`config.mk`:
```
export PLATFORM = sky130hd
export DESIGN_NAME = chip8_mem_arbiter
export DESIGN_NICKNAME = d
export VERILOG_FILES = /design/src/rtl/chip8_mem_arbiter.sv
export SDC_FILE = /design/constraint.sdc
export NUM_CORES = 1
export LEC_CHECK = 0
export BUFFER_PORTS_ARGS = -buffer_cell sky130_fd_sc_hd__buf_2
export CORE_AREA = 5 5 112 114
export DETAILED_ROUTE_END_ITERATION = 6
export DIE_AREA = 0 0 117 119
export SLEW_MARGIN = 40
export SYNTH_ARGS = -nofsm -noshare
export SYNTH_HDL_FRONTEND = slang
export SYNTH_SLANG_ARGS = --single-unit
export TNS_END_PERCENT = 20
```
`constraint.sdc`:
```
create_clock -name clk_in -period 1.62 [get_ports clk_in]
set_clock_uncertainty 0.1 [all_clocks]
set_input_delay 0.243 -clock clk_in [delete_from_list [all_inputs] [get_ports clk_in]]
set_output_delay 0.243 -clock clk_in [all_outputs]
set_load 0.01 [all_outputs]
```
`src/rtl/chip8_mem_arbiter.sv`:
```
// chip8_mem_arbiter: N-client arbiter for the shared CHIP-8 memory port.
// Buffered valid/ready requests, fixed or round-robin grant, tagged reads.
module chip8_mem_arbiter #(
    parameter int NUM_CLIENTS  = 3,
    parameter int WIDTH        = 8,
    parameter int ADDR_WIDTH   = 13,
    parameter int READ_LATENCY = 2,
    parameter int ROUND_ROBIN  = 0,
    localparam int IW = (NUM_CLIENTS > 1) ? $clog2(NUM_CLIENTS) : 1
) (
    input  logic                              clk_in,
    input  logic                              rst_n_in,
    input  logic [NUM_CLIENTS-1:0]            req_valid_in,
    output logic [NUM_CLIENTS-1:0]            req_ready_out,
    input  logic [NUM_CLIENTS-1:0]            req_we_in,
    input  logic [NUM_CLIENTS*ADDR_WIDTH-1:0] req_addr_in,
    input  logic [NUM_CLIENTS*WIDTH-1:0]      req_data_in,
    output logic [NUM_CLIENTS-1:0]            resp_valid_out,
    output logic [WIDTH-1:0]                  resp_data_out,
    output logic                              mem_en_out,
    output logic                              mem_we_out,
    output logic [ADDR_WIDTH-1:0]             mem_addr_out,
    output logic [WIDTH-1:0]                  mem_wdata_out,
    input  logic [WIDTH-1:0]                  mem_rdata_in,
    output logic [IW-1:0]                     grant_idx_out
);

    localparam int N  = NUM_CLIENTS;
    localparam int RL = READ_LATENCY;

    logic [N-1:0]                 pend_q;
    logic [N-1:0]                 pend_d;
    logic [N-1:0]                 hs;
    logic [N-1:0]                 bwe_q;
    logic [N-1:0][ADDR_WIDTH-1:0] baddr_q;
    logic [N-1:0][WIDTH-1:0]      bdata_q;

    logic                         gnt_any;
    logic [IW-1:0]                gnt_idx;
    logic [IW-1:0]                last_q;
    int                           start;
    int                           cand;
    logic [IW-1:0]                cidx;

    logic                         mem_en_q;
    logic                         mem_we_q;
    logic [ADDR_WIDTH-1:0]        mem_addr_q;
    logic [WIDTH-1:0]             mem_wdata_q;
    logic [IW-1:0]                gidx_q;

    logic [RL-1:0]                tag_v_q;
    logic [RL-1:0][IW-1:0]        tag_idx_q;
    logic [N-1:0]                 resp_v_q;
    logic [N-1:0]                 resp_v_d;
    logic [WIDTH-1:0]             resp_data_q;

    // A buffer accepts only when empty, so ready never depends on valid
    assign hs = req_valid_in & ~pend_q;

    // Pick the first pending buffer, starting after the last winner in RR mode
    always_comb begin
        gnt_any = 1'b0;
        gnt_idx = '0;
        cand    = 0;
        cidx    = '0;
        start   = (ROUND_ROBIN != 0) ? (int'(last_q) + 1) % N : 0;
        for (int i = 0; i < N; i++) begin
            cand = (start + i) % N;
            cidx = IW'(cand);
            if (!gnt_any && pend_q[cidx]) begin
                gnt_any = 1'b1;
                gnt_idx = cidx;
            end
        end
    end

    // Set pending on handshake, clear it on grant (never the same client)
    always_comb begin
        pend_d = pend_q | hs;
        if (gnt_any) begin
            pend_d[gnt_idx] = 1'b0;
        end
    end

    // Holding buffers latch request fields on handshake
    always_ff @(posedge clk_in or negedge rst_n_in) begin
        if (!rst_n_in) begin
            pend_q  <= '0;
            bwe_q   <= '0;
            baddr_q <= '0;
            bdata_q <= '0;
        end else begin
            pend_q <= pend_d;
            for (int k = 0; k < N; k++) begin
                if (hs[k]) begin
                    bwe_q[k]   <= req_we_in[k];
                    baddr_q[k] <= req_addr_in[k*ADDR_WIDTH +: ADDR_WIDTH];
                    bdata_q[k] <= req_data_in[k*WIDTH +: WIDTH];
                end
            end
        end
    end

    // Register the winner onto the memory port; address/data hold when idle
    always_ff @(posedge clk_in or negedge rst_n_in) begin
        if (!rst_n_in) begin
            mem_en_q    <= 1'b0;
            mem_we_q    <= 1'b0;
            mem_addr_q  <= '0;
            mem_wdata_q <= '0;
            gidx_q      <= '0;
        end else if (gnt_any) begin
            mem_en_q    <= 1'b1;
            mem_we_q    <= bwe_q[gnt_idx];
            mem_addr_q  <= baddr_q[gnt_idx];
            mem_wdata_q <= bdata_q[gnt_idx];
            gidx_q      <= gnt_idx;
        end else begin
            mem_en_q <= 1'b0;
            mem_we_q <= 1'b0;
        end
    end

    // Round-robin pointer moves only when something is granted
    always_ff @(posedge clk_in or negedge rst_n_in) begin
        if (!rst_n_in) begin
            last_q <= IW'(N - 1);
        end else if (gnt_any) begin
            last_q <= gnt_idx;
        end
    end

    // Tag pipeline tracks read owners across the memory latency
    always_ff @(posedge clk_in or negedge rst_n_in) begin
        if (!rst_n_in) begin
            tag_v_q   <= '0;
            tag_idx_q <= '0;
        end else begin
            tag_v_q[0]   <= mem_en_q & ~mem_we_q;
            tag_idx_q[0] <= gidx_q;
            for (int s = 1; s < RL; s++) begin
                tag_v_q[s]   <= tag_v_q[s-1];
                tag_idx_q[s] <= tag_idx_q[s-1];
            end
        end
    end

    // One-hot response strobe for the owner of the returning read
    always_comb begin
        resp_v_d = '0;
        if (tag_v_q[RL-1]) begin
            resp_v_d[tag_idx_q[RL-1]] = 1'b1;
        end
    end

    // Capture read data; keep the last value between responses
    always_ff @(posedge clk_in or negedge rst_n_in) begin
        if (!rst_n_in) begin
            resp_v_q    <= '0;
            resp_data_q <= '0;
        end else begin
            resp_v_q <= resp_v_d;
            if (tag_v_q[RL-1]) begin
                resp_data_q <= mem_rdata_in;
            end
        end
    end

    assign req_ready_out  = ~pend_q;
    assign resp_valid_out = resp_v_q;
    assign resp_data_out  = resp_data_q;
    assign mem_en_out     = mem_en_q;
    assign mem_we_out     = mem_we_q;
    assign mem_addr_out   = mem_addr_q;
    assign mem_wdata_out  = mem_wdata_q;
    assign grant_idx_out  = gidx_q;

endmodule

```
[Word level (Yosys, flattened, before mapping)]
Index checks and enable logic that the tools add are counted.
Cells by class
  magnitude comparators: 4
  muxes and demuxes: 19
  bitwise logic cells: 7
  reductions and logical operators: 6
Operators by type and width (number)
  13-bit binary-select mux with 2-bit select: 1
  8-bit binary-select mux with 2-bit select: 1
  13-bit 2-to-1 mux: 1
  1-bit 2-to-1 mux: 9
  8-bit 2-to-1 mux: 1
  3-bit bitwise AND: 2
  2-bit by 3-bit < comparator with 1-bit output (second input constant): 2
  3-bit 2-to-1 mux: 2
  3-bit inverter: 2
  1-bit demux with 2-bit select: 2
  2-bit by 1-bit >= comparator with 1-bit output (second input constant): 2
  1-bit logical AND: 4
  3-bit bitwise OR: 1
  1-bit binary-select mux with 2-bit select: 1
  1-bit zero test: 2
  2-bit 2-to-1 mux: 1
  1-bit bitwise AND: 1
  1-bit inverter: 1
Word-level totals
  register bits after elaboration: 111
  word-level logic and storage cells: 56

[Depth between registers and ports, before layout]
  depth after elaboration: 14
  gate-level depth with buffers: 5
  depth with buffers taken out: 3

[Worst setup path after synthesis]
No wires, ideal clock.
  kind: register -> register
  start: reg pend_q[1]
  end: reg baddr_q[17] (netlist name)
  setup time: 125 ps
  arrival time: 1157 ps
  required time: 1395 ps
  path slack: 238 ps
  stages on the path, launching flop included: 5
  cells stage by stage: dfrtp_1 -> nor2b_1 -> clkbuf_1 -> buf_4 -> mux2_2
Between the ends
  word-level cells in the longest chain between the ends: 2
Ends and longest elaborated chain
  from (decl): line 31  | logic [N-1:0] pend_q;
  from (signal assigned): line 93  | pend_q <= pend_d;
  3-bit inverter: line 58  | assign hs = req_valid_in & ~pend_q;
  3-bit bitwise AND: line 58
  to (signal, indexed assignment): line 97  | baddr_q[k] <= req_addr_in[k*ADDR_WIDTH +: ADDR_WIDTH];
  to (decl): line 35  | logic [N-1:0][ADDR_WIDTH-1:0] baddr_q;
No other way between the ends.
A chain may end at the register's enable or synchronous reset.

[Final worst setup path]
  start: reg pend_q[1]
  end: out req_ready_out[1]
Between the ends
  word-level cells in the longest chain between the ends: 1
Ends and longest elaborated chain
  3-bit inverter: line 169  | assign req_ready_out = ~pend_q;
  to (decl): line 14  | output logic [NUM_CLIENTS-1:0] req_ready_out,
No other way between the ends.

==> flow_summary.ini <==
[hold_path]
hp-start = req_data_in[18]
holdPathEnd = bdata_q[18]$_DFFE_PN0P_
worstHoldPathCells = 2
hold_path_class = in -> reg

[global_route]
grt_util_all_layers_pct = 14.9
first_global_vias = 2967
overflow = 0
grt_max_degree = 112
grt_pass1_wl_mm = 16.1
grt_antenna_before_repair = 0

[timing]
max_slew_margin_pct = 60.3
tightest_slew_ps = 596
setup_viol = 0
fin_crit_ps = 1510
grt_setup_unrepaired = false
setup_tns_ps = 0
max_freq_ghz = 0.661
slew_violations = 0
final-hold-violation-count = 0
fin_crit_sh_pct = 93.4

[pwr]
p_sw_share_pct = 29.2
intPower_mw = 5.69
switchingPower_mw = 2.34
combPwrFrac_pct = 25.0
total_leakage_power_nw = 2.64
vdd_drop_max_mv = 0.661
p_clk_share_pct = 25.9
pwr-share-seq_pct = 49.1
power_density_mw_per_mm2 = 1440

[yosys]
synth_cell_type_count = 22
synth-seq-cells = 111
synth_top_area_share_pct = 62.1
postSynthCellCount = 292
ys_seq_area_share_pct = 62.1
avgSynthCellArea_sq_um = 15.3
synth_top_area_cell = dfrtp_1
synth_fp_nets = 371
yosys_warnings = 0
synthTopCellsByArea = dfrtp_1 62%, mux2_4 13%, mux2_2 9.1%
syn_area_sq_mm = 0.00447

[setup_path]
cp_max_fo = 14
max_stage_delay_ps = 390
rrSetupSlack_ps = 170
r2r-end = bdata_q[23]$_DFFE_PN0P_
critPathSlowestCell = dfrtp_1
reg2reg_from = pend_q[2]$_DFF_PN0_
worstPathBufferInverterCount = 3
critical_path_class = reg -> out
crit_required_ps = 1280
path_cells = buf_4 -> inv_1 -> buf_2
critical_path.top_delay_family = buffers and inverters
cp_data_arrival_time_ps = 1170
cp-start-kind = flop
reg2regPathDepth = 3
end_kind = output pin

[clocking]
cts_setup_buffers = 0
htree_levels = 3
postCtsHoldBufs = 1
cts_tree = built
cts_resized = 0
path_clk_slew_ps = 70
cts_sinks = 111
clk_latency_ps = 340
cts_made_buffers = 9
ctsRootBufferMaster = clkbuf_16
clock_path_buffers = 2

[placed_design]
routabilityCongestion = 0.782
port_buffers = 117
dp.cells = 544
hpwl_mm = 7.24

[detailed_routing]
routed_via_density = 4.92
drt_iter0_drc = 213
wl_per_cell_um = 17.9
drc = 0
vias = 2753
routed_wl_mm = 10.0
postRouteAntennaNets = 0
drt_pre_antenna_iters = 4

[layout]
final_common_cell = buf_2
antenna_cells = 0
area_growth_pct = 24.4
drive_gt1_share_pct = 54.0
final_cell_mix = 116 x buf_2, 111 x dfrtp_1, 43 x a22oi_1, 38 x mux2_4, 36 x mux2_2
fin_cells = 560
postLayoutCoreUtil_pct = 49.2
nNetsFinal = 492
nFillCells = 1024

[floorplan]
coreArea_sq_mm = 0.0113
start_util_pct = 39.5
dieArea_sq_mm = 0.0139
die_w_um = 117
row_count = 39
pin_count = 118
fp.dieH_um = 119

[flow_run]
maxCapViolCount = 0

[run_status]
status = complete, no violations
## logic make-up (layout without fill, tap and decap cells)
group / Yosys count / in the layout / share of synthesized area [%]
buf+inv: 26 / 151 / 3.77
mux: 74 / 74 / 21.8
compound gates: 69 / 69 / 10.3
flops: 111 / 111 / 62.1
simple gates: 12 / 12 / 2.04
## cell type report
class	instances	area [sq um]	share of cell area, %
flip-flops and latches	111	2780	49.9
clock inverters	6	51.3	0.922
repair buffers	132	778	14.0
well taps	143	179	3.21
clock buffers	9	225	4.05
multi-input cells	155	1540	27.7
inverters	4	15.0	0.270
## routing by layer
layer	vias to the layer above	part of all wire, %	track usage, %
met4	0	1.4	4.80
met1	1371	48	22.3
met5	-	0	0
met3	9	5.2	3.50
met2	71	45	21.4
li1	1302	-	-
## power groups by stage
stage	clock, mW	combinational (mW)	sequential (mW)
floorplan	0	1.19	3.99
global placement	0	1.99	3.97
detailed placement	0	2.04	3.99
CTS	2.13	2.05	3.95
global route	2.27	2.20	4.04
finish	2.08	2.01	3.94
## flip-flops by register name, indices dropped and copies added (netlist names)
name,flops
grant_idx_out,2
bdata_q,24
resp_valid_out,3
mem_addr_out,13
tag_v_q,2
mem_en_out,1
pend_q,3
tag_idx_q,4
baddr_q,39
resp_data_out,8
bwe_q,3
mem_we_out,1
mem_wdata_out,8
## through the flow
stage | setup slack, ps | hold slack (ps) | total power [mW] | instance area [sq um]
2_1_floorplan | 238 | -153 | 5.18 | 4470
3_3_place_gp | 221 | 238 | 5.97 | 5280
3_5_place_dp | 196 | 238 | 6.03 | 5280
4_1_cts | 101 | 14.4 | 8.13 | 5570
5_1_grt | 53.1 | 8.50 | 8.51 | 5570
6_report | 107 | 23.8 | 8.03 | 5570
## worst max-delay path by stage
| stage | startpoint | end | slack [ps] | depth (start not counted) |
|---|---|---|---|---|
| final | pend_q[1]$_DFF_PN0_ | req_ready_out[1] | 110 | 3 |
| after CTS | pend_q[0]$_DFF_PN0_ | req_ready_out[0] | 100 | 3 |
| after global placement | pend_q[2]$_DFF_PN0_ | baddr_q[38]$_DFFE_PN0P_ | 220 | 3 |
| after floorplan | pend_q[1]$_DFF_PN0_ | baddr_q[17]$_DFFE_PN0P_ | 240 | 4 |
| after detailed placement | pend_q[2]$_DFF_PN0_ | bdata_q[23]$_DFFE_PN0P_ | 200 | 3 |
| after global routing | pend_q[0]$_DFF_PN0_ | req_ready_out[0] | 50 | 3 |
## cells in the mapped netlist
cell type and count:
a22oi_1 43, buf_2 9, nand2_1 1, inv_1 4
nor2_1 2, and3b_1 2, dfrtp_1 111, buf_6 6
mux2_4 38, o21a_1 1, buf_4 4, o21ai_0 21
nor2b_4 1, nor3b_1 1, mux2_2 36, nor2b_1 4
nor3_4 1, o21ai_1 1, a21o_1 1, a21oi_1 1
clkbuf_1 3, o21bai_1 1
No activity file was read; power rests on OpenSTA's default activity.
